[config.mk]
export PLATFORM = sky130hd
export DESIGN_NAME = addsub_pipe
export DESIGN_NICKNAME = d
export VERILOG_FILES = /design/src/rtl/addsub_pipe.sv
export SDC_FILE = /design/constraint.sdc
export NUM_CORES = 1
export LEC_CHECK = 0
export CAP_MARGIN = 10
export CORE_MARGIN = 2
export CORE_UTILIZATION = 50
export DETAILED_ROUTE_END_ITERATION = 7
export PLACE_DENSITY = 0.69
export SLEW_MARGIN = 40
export SYNTH_ARGS = -nofsm -noshare
export SYNTH_HDL_FRONTEND = slang
export SYNTH_SLANG_ARGS = --single-unit
[constraint.sdc]
create_clock -name clk -period 16.3 [get_ports clk]
set_input_delay 2.445 -clock clk [delete_from_list [all_inputs] [get_ports clk]]
set_output_delay 2.445 -clock clk [all_outputs]
set_load 0.05 [all_outputs]
[src/rtl/addsub_pipe.sv]
// Two-stage valid/ready SUB/ADD/ABSDIFF/ACC unit with optional signed saturation.
// All registers update on the falling clock edge; flags travel with each result.
module addsub_pipe #(
   parameter int               WIDTH    = 64,
   parameter bit               SAT      = 1'b0,
   parameter logic [WIDTH-1:0] ACC_INIT = '0
) (
   input  logic             clk,
   input  logic             rst,
   input  logic             in_valid,
   output logic             in_ready,
   input  logic [1:0]       mode,
   input  logic [WIDTH-1:0] in_A,
   input  logic [WIDTH-1:0] in_B,
   input  logic             acc_clr,
   output logic             out_valid,
   input  logic             out_ready,
   output logic [WIDTH-1:0] Result,
   output logic             MSB,
   output logic             ovf,
   output logic             zero,
   output logic [WIDTH-1:0] acc
);

   typedef enum logic [1:0] {
      OP_SUB     = 2'd0,
      OP_ADD     = 2'd1,
      OP_ABSDIFF = 2'd2,
      OP_ACC     = 2'd3
   } op_e;

   localparam logic [WIDTH-1:0] SMAX = {1'b0, {(WIDTH-1){1'b1}}};
   localparam logic [WIDTH-1:0] SMIN = {1'b1, {(WIDTH-1){1'b0}}};
   localparam logic [WIDTH:0]   ONE  = {{WIDTH{1'b0}}, 1'b1};

   logic             s1_valid_q, s1_valid_d;
   logic [WIDTH-1:0] s1_a_q, s1_a_d;
   logic [WIDTH-1:0] s1_b_q, s1_b_d;
   op_e              s1_mode_q, s1_mode_d;

   logic             out_valid_q, out_valid_d;
   logic [WIDTH-1:0] result_q, result_d;
   logic             msb_q, msb_d;
   logic             ovf_q, ovf_d;
   logic             zero_q, zero_d;
   logic [WIDTH-1:0] acc_q, acc_d;

   logic             advance;
   logic [WIDTH-1:0] acc_src;
   logic [WIDTH-1:0] op_x;
   logic [WIDTH-1:0] op_y;
   logic [WIDTH:0]   sum_add;
   logic [WIDTH:0]   sum_sub;
   logic             borrow;
   logic             carry_msb;
   logic [WIDTH-1:0] raw;
   logic             ovf_c;
   logic             msb_c;
   logic [WIDTH-1:0] res_c;

   assign advance  = !out_valid_q || out_ready;
   assign in_ready = advance;

   // Stage-2 arithmetic; a clear landing on the commit edge replaces the accumulator operand.
   always_comb begin
      acc_src   = acc_clr ? ACC_INIT : acc_q;
      op_x      = (s1_mode_q == OP_ACC) ? acc_src : s1_a_q;
      op_y      = (s1_mode_q == OP_ACC) ? s1_a_q  : s1_b_q;
      sum_add   = {1'b0, op_x} + {1'b0, op_y};
      sum_sub   = {1'b0, s1_a_q} + {1'b0, ~s1_b_q} + ONE;
      borrow    = ~sum_sub[WIDTH];
      carry_msb = sum_add[WIDTH-1] ^ op_x[WIDTH-1] ^ op_y[WIDTH-1];
      raw       = sum_add[WIDTH-1:0];
      ovf_c     = 1'b0;
      msb_c     = borrow;
      case (s1_mode_q)
         OP_SUB: begin
            raw   = sum_sub[WIDTH-1:0];
            ovf_c = (s1_a_q[WIDTH-1] != s1_b_q[WIDTH-1]) &&
                    (raw[WIDTH-1] != s1_a_q[WIDTH-1]);
         end
         OP_ADD: begin
            ovf_c = sum_add[WIDTH] ^ carry_msb;
         end
         OP_ABSDIFF: begin
            raw = borrow ? (s1_b_q - s1_a_q) : (s1_a_q - s1_b_q);
         end
         default: begin
            ovf_c = sum_add[WIDTH] ^ carry_msb;
            msb_c = 1'b0;
         end
      endcase
      // On overflow the true result has the sign of the first operand.
      res_c = (SAT && ovf_c) ? (op_x[WIDTH-1] ? SMIN : SMAX) : raw;
   end

   always_comb begin
      s1_valid_d  = s1_valid_q;
      s1_a_d      = s1_a_q;
      s1_b_d      = s1_b_q;
      s1_mode_d   = s1_mode_q;
      out_valid_d = out_valid_q;
      result_d    = result_q;
      msb_d       = msb_q;
      ovf_d       = ovf_q;
      zero_d      = zero_q;
      acc_d       = acc_q;
      if (advance) begin
         s1_valid_d = in_valid;
         if (in_valid) begin
            s1_a_d    = in_A;
            s1_b_d    = in_B;
            s1_mode_d = op_e'(mode);
         end
         out_valid_d = s1_valid_q;
         if (acc_clr) begin
            acc_d = ACC_INIT;
         end
         if (s1_valid_q) begin
            result_d = res_c;
            msb_d    = msb_c;
            ovf_d    = ovf_c;
            zero_d   = (res_c == '0);
            if (s1_mode_q == OP_ACC) begin
               acc_d = res_c;
            end
         end
      end
   end

   always_ff @(negedge clk or posedge rst) begin
      if (rst) begin
         s1_valid_q  <= 1'b0;
         s1_a_q      <= '0;
         s1_b_q      <= '0;
         s1_mode_q   <= OP_SUB;
         out_valid_q <= 1'b0;
         result_q    <= '0;
         msb_q       <= 1'b0;
         ovf_q       <= 1'b0;
         zero_q      <= 1'b0;
         acc_q       <= ACC_INIT;
      end else begin
         s1_valid_q  <= s1_valid_d;
         s1_a_q      <= s1_a_d;
         s1_b_q      <= s1_b_d;
         s1_mode_q   <= s1_mode_d;
         out_valid_q <= out_valid_d;
         result_q    <= result_d;
         msb_q       <= msb_d;
         ovf_q       <= ovf_d;
         zero_q      <= zero_d;
         acc_q       <= acc_d;
      end
   end

   assign out_valid = out_valid_q;
   assign Result    = result_q;
   assign MSB       = msb_q;
   assign ovf       = ovf_q;
   assign zero      = zero_q;
   assign acc       = acc_q;

endmodule

# Word-level counts from Yosys, hierarchy flattened
# Index checks and enable logic that the tools add are counted.
dict set report totals {
  regBits 263
  wordCells 42
  out_inout_bits 133
  inputBits 135
}
dict set report classes {
  n_addsub 5
  n_reduce_logical 8
  eq_ne 5
  muxes 9
  bitwise_logic 5
}
# cell n
set ops {}
lappend ops {{$mux 64} 6}
lappend ops {{$add 64x64->65} 2}
lappend ops {{$pmux 64 s2} 1}
lappend ops {{$sub 64x64->64} 2}
lappend ops {{$add 65x1->65 const B} 1}
lappend ops {{$logic_not 64->1} 1}
lappend ops {{$not 64->64} 1}
lappend ops {{$eq 2x2->1 const B} 2}
lappend ops {{$reduce_and 2->1} 2}
lappend ops {{$reduce_or 3->1} 1}
lappend ops {{$xor 1x1->1} 3}
lappend ops {{$eq 2x1->1 const B} 1}
lappend ops {{$logic_not 2->1} 1}
lappend ops {{$ne 1x1->1} 2}
lappend ops {{$pmux 1 s2} 1}
lappend ops {{$logic_and 1x1->1} 1}
lappend ops {{$logic_not 1->1} 1}
lappend ops {{$logic_or 1x1->1} 1}
lappend ops {{$mux 1} 1}
lappend ops {{$not 1->1} 1}

# Depth between registers and ports, before layout
# Gate-level depths: netlist (run 1).
dict set report logic_depth {
  word_depth 7
  depth_mapped 23
  depth_no_buf 19
}

==> results by group, run 1 <==
Run status
  – Status: complete, no violations

Setup path
  – Setup crit start: acc_clr
  – R2R setup slack: 9.09 ns
  – Worst R2R Start: s1_mode_q[0]$_DFFE_NP0P_
  – Reg2Reg Depth: 20
  – Setup CP Type: input port to flip-flop
  – CP max FO: 37
  – Crit path arrival time: 7.95 ns
  – Critical path capture point type: flip-flop
  – Reg2reg end: zero$_DFFE_NP0P_
  – Worst endpoint required time: 8.77 ns
  – Startpoint Class: input port

Yosys
  – Synth Area in Compound Gates: 0.2768
  – Adder-cell area share of the yosys netlist: 0.1009
  – Syn nets: 3417
  – Post-synth EDFFs: 0
  – Combinational family with the most area after synthesis: compound AO/OA/AOI/OAI gates
  – Post-synth top area share: 0.2684
  – Post-Synth Simple-Gate Area: 0.1829
  – Top area cells in the synthesized netlist: dfrtn_1 27%, ha_1 9.8%, o21ai_0 6.8%
  – Post-synthesis average cell area: 7.945 sq um
  – XOR/XNOR Fraction of Synth Area: 0.03378
  – FF+latch count, synth: 263
  – Main synth FF type: dfrtn_1
  – Mapped Area: 0.02452 sq mm
  – Yosys top cell by area: dfrtn_1
  – Multiplexer area fraction after synthesis: 0.07741
  – Synth Instances: 3086
  – Seq/Total Area, Yosys: 0.2684
  – Yosys warns: 0
  – Synth cell types: 95
  – Synth async-reset ratio: 1.000

Clocking
  – Clock transition at path regs: 0.05 ns
  – Post-CTS sizing: 0
  – Inserted Clock Buffers: 31
  – Worst-Skew Late Latency: 0.59 ns
  – Clock Path Buffers: 3
  – CTS tree: done
  – CTS sink cnt: 263
  – # Post-CTS Setup Buffers: 0
  – Cts hold-fix bufs: 0
  – Clk root buf: clkbuf_16
  – H-tree depth: 1

Finish
  – Post-layout util: 0.5912
  – Fin area: 0.02876 sq mm
  – Area Growth Syn to Fin: 17.30%
  – Diode count: 0
  – Fillcell total: 4445
  – Layout cell share with drive strength beyond 1: 0.09269
  – Layout Nets: 3566
  – Non-filler instance count after layout: 3880
  – Most frequent cells in the layout: 388 x nand2_1, 326 x o21ai_0, 272 x a21oi_1, 266 x clkdlybuf4s50_1, 263 x dfrtn_1
  – Commonest non-fill, non-tap cell in the layout: nand2_1

Power
  – Share of power burned in registers: 0.188
  – Int Pwr: 0.002548 W
  – Worst vdd ir: 0.1163 mV
  – Leakage: 12.64 nW
  – Part of the power in the clock network: 0.140
  – P per Cell Area: 194.6 mW/mm^2
  – Comb pwr share: 0.672
  – Switch share: 0.5447
  – Psw: 0.003049 W

Route
  – Post-route ant nets: 0
  – Final wirelength: 108300 microns
  – Initial DRC Count: 3411
  – First-pass iteration count of the detailed router: 8
  – Routed WL per cell: 27.90 microns
  – Remaining routing DRC violations: 0
  – DR vias/cell: 6.776
  – Via count: 26290

Global routing
  – Congestion Overflow GR: 0
  – First-pass GRT wire length: 158600 microns
  – Pin count of the biggest net entering global routing: 106
  – Tot GR Track Use: 0.4142
  – Vias in the first global route: 24980
  – Initial antenna violation count: 4

Worst hold path
  – Hold Path End: Result[56]$_DFFE_NP0P_
  – Hold Path Cell Cnt: 2
  – Hold Crit Class: flip-flop to flip-flop
  – Hold Startpoint: Result[56]$_DFFE_NP0P_

Flow run
  – Max-cap violations: 0

Floorplanning
  – DIE HEIGHT: 225.4 microns
  – Die width: 225.4 microns
  – Die area: 0.05083 sq mm
  – Core Area: 0.04865 sq mm
  – # rows: 81
  – Ports: 268
  – Initial core utilization: 0.5040

Placement
  – Cell Area, Placed: 0.02762 sq mm
  – RD Place Congestion: 1.054
  – HPWL after detailed placement: 84570 microns
  – Placed cell count: 3824
  – PortBufs: 267

Timing
  – Max-slew headroom: 0.3787
  – Final setup violation count: 0
  – Setup Skew: 0.01403 ns
  – Final setup TNS: 0 ns
  – Final Max Slew Viols: 0
  – Hold Vio Cnt, Final: 0
  – Worst-Margin Slew: 0.9175 ns
  – RSZ-0062 raised after global routing: no
[cell usage after synthesis, types with 61 or more instances]
| cell type | n |
|---|---|
| nand2_1 | 392 |
| o21ai_0 | 332 |
| a21oi_1 | 272 |
| dfrtn_1 | 263 |
| ha_1 | 193 |
| inv_1 | 175 |
| nor2_1 | 153 |
| mux2_2 | 141 |
| clkbuf_1 | 112 |
| a21o_1 | 78 |
| nand3b_1 | 69 |
| nand4_1 | 61 |
[final cells by class]
| cell class | instances | area (sq um) | share of cell area |
|---|---|---|---|
| multi-input combinational | 2456 | 16580 | 0.5766 |
| sequential | 263 | 6581 | 0.2288 |
| timing repair buffer | 307 | 3028 | 0.1053 |
| clock buffer | 38 | 862.1 | 0.02997 |
| tap | 622 | 778.2 | 0.02706 |
| inverter | 176 | 665.6 | 0.02314 |
| clock inverter | 18 | 262.8 | 0.009136 |
[power by group through the flow]
stage | sequential, W | combinational [W] | clock (W)
final | 0.00105 | 0.00376 | 0.000783
after global routing | 0.00106 | 0.00394 | 0.000813
after CTS | 0.00104 | 0.00364 | 0.000787
after detailed placement | 0.00105 | 0.00362 | 0
after global placement | 0.00104 | 0.00358 | 0
after floorplan | 0.00140 | 0.00195 | 0
[cells by family (layout without fill, tap and decap cells)]
family	Yosys count	in the layout
buffers and inverters	367	539
AO/OA/AOI/OAI	1075	1075
AND/OR/NAND/NOR	920	920
multiplexers	172	172
adder cells (fa/ha/maj)	196	196
XOR/XNOR	93	93
flip-flops	263	263
[flip-flops by register name, indices dropped and copies added, names as in the netlist]
register / cells
Result: 64
s1_b_q: 64
s1_a_q: 64
MSB: 1
s1_mode_q: 2
zero: 1
out_valid: 1
acc: 64
ovf: 1
s1_valid_q: 1
[routing by layer]
layer  up-vias  global-route usage  wire [microns]
met4         2              0.1953            6045
met1     12790              0.5551           43950
met2      1671              0.6344           46650
met3       334             0.09113           11590
met5         -                   0              14
li1      11490                   -               -
[through the flow]
| step | power [W] | worst slack [ns] | hold WS [ns] |
|---|---|---|---|
| 2_1_floorplan | 0.003349 | 1.854 | 0.4238 |
| 3_3_place_gp | 0.004626 | 0.5390 | 0.4211 |
| 3_5_place_dp | 0.004669 | 0.4868 | 0.4236 |
| 4_1_cts | 0.005468 | 1.077 | 0.4258 |
| 5_1_grt | 0.005820 | 0.6615 | 0.4462 |
| 6_report | 0.005598 | 0.8186 | 0.4213 |
[worst max-delay path by stage]
stage	slack [ns]	to	depth (start not counted)
2_1_floorplan	1.85	zero$_DFFE_NP0P_	19
3_3_place_gp	0.54	zero$_DFFE_NP0P_	18
3_5_place_dp	0.49	zero$_DFFE_NP0P_	18
4_1_cts	1.08	zero$_DFFE_NP0P_	18
5_1_grt	0.66	zero$_DFFE_NP0P_	18
6_report	0.82	zero$_DFFE_NP0P_	18
[worst max-delay path: stages]
cell and delay (ns):
buf_2 0.48, buf_4 0.46, nand3b_1 0.16, o21ai_0 0.10, ha_1 0.41, o211ai_2 0.23, o21ai_2 0.13, a41oi_4 0.30
o31ai_4 0.17, a21o_1 0.24, o41a_1 0.53, a211oi_2 0.50, xor2_1 0.22, mux2i_1 0.16, or4b_1 0.65, nor4_2 0.50
nand4_1 0.16, nand2_1 0.10
No activity file was read; power rests on OpenSTA's default activity.
==> inputs of run 2 (changes only) <==
HOLD_SLACK_MARGIN = 0.12   (was default)
==> results of run 2 <==
No change in the layout: final DEF, timing and power equal those of run 1.
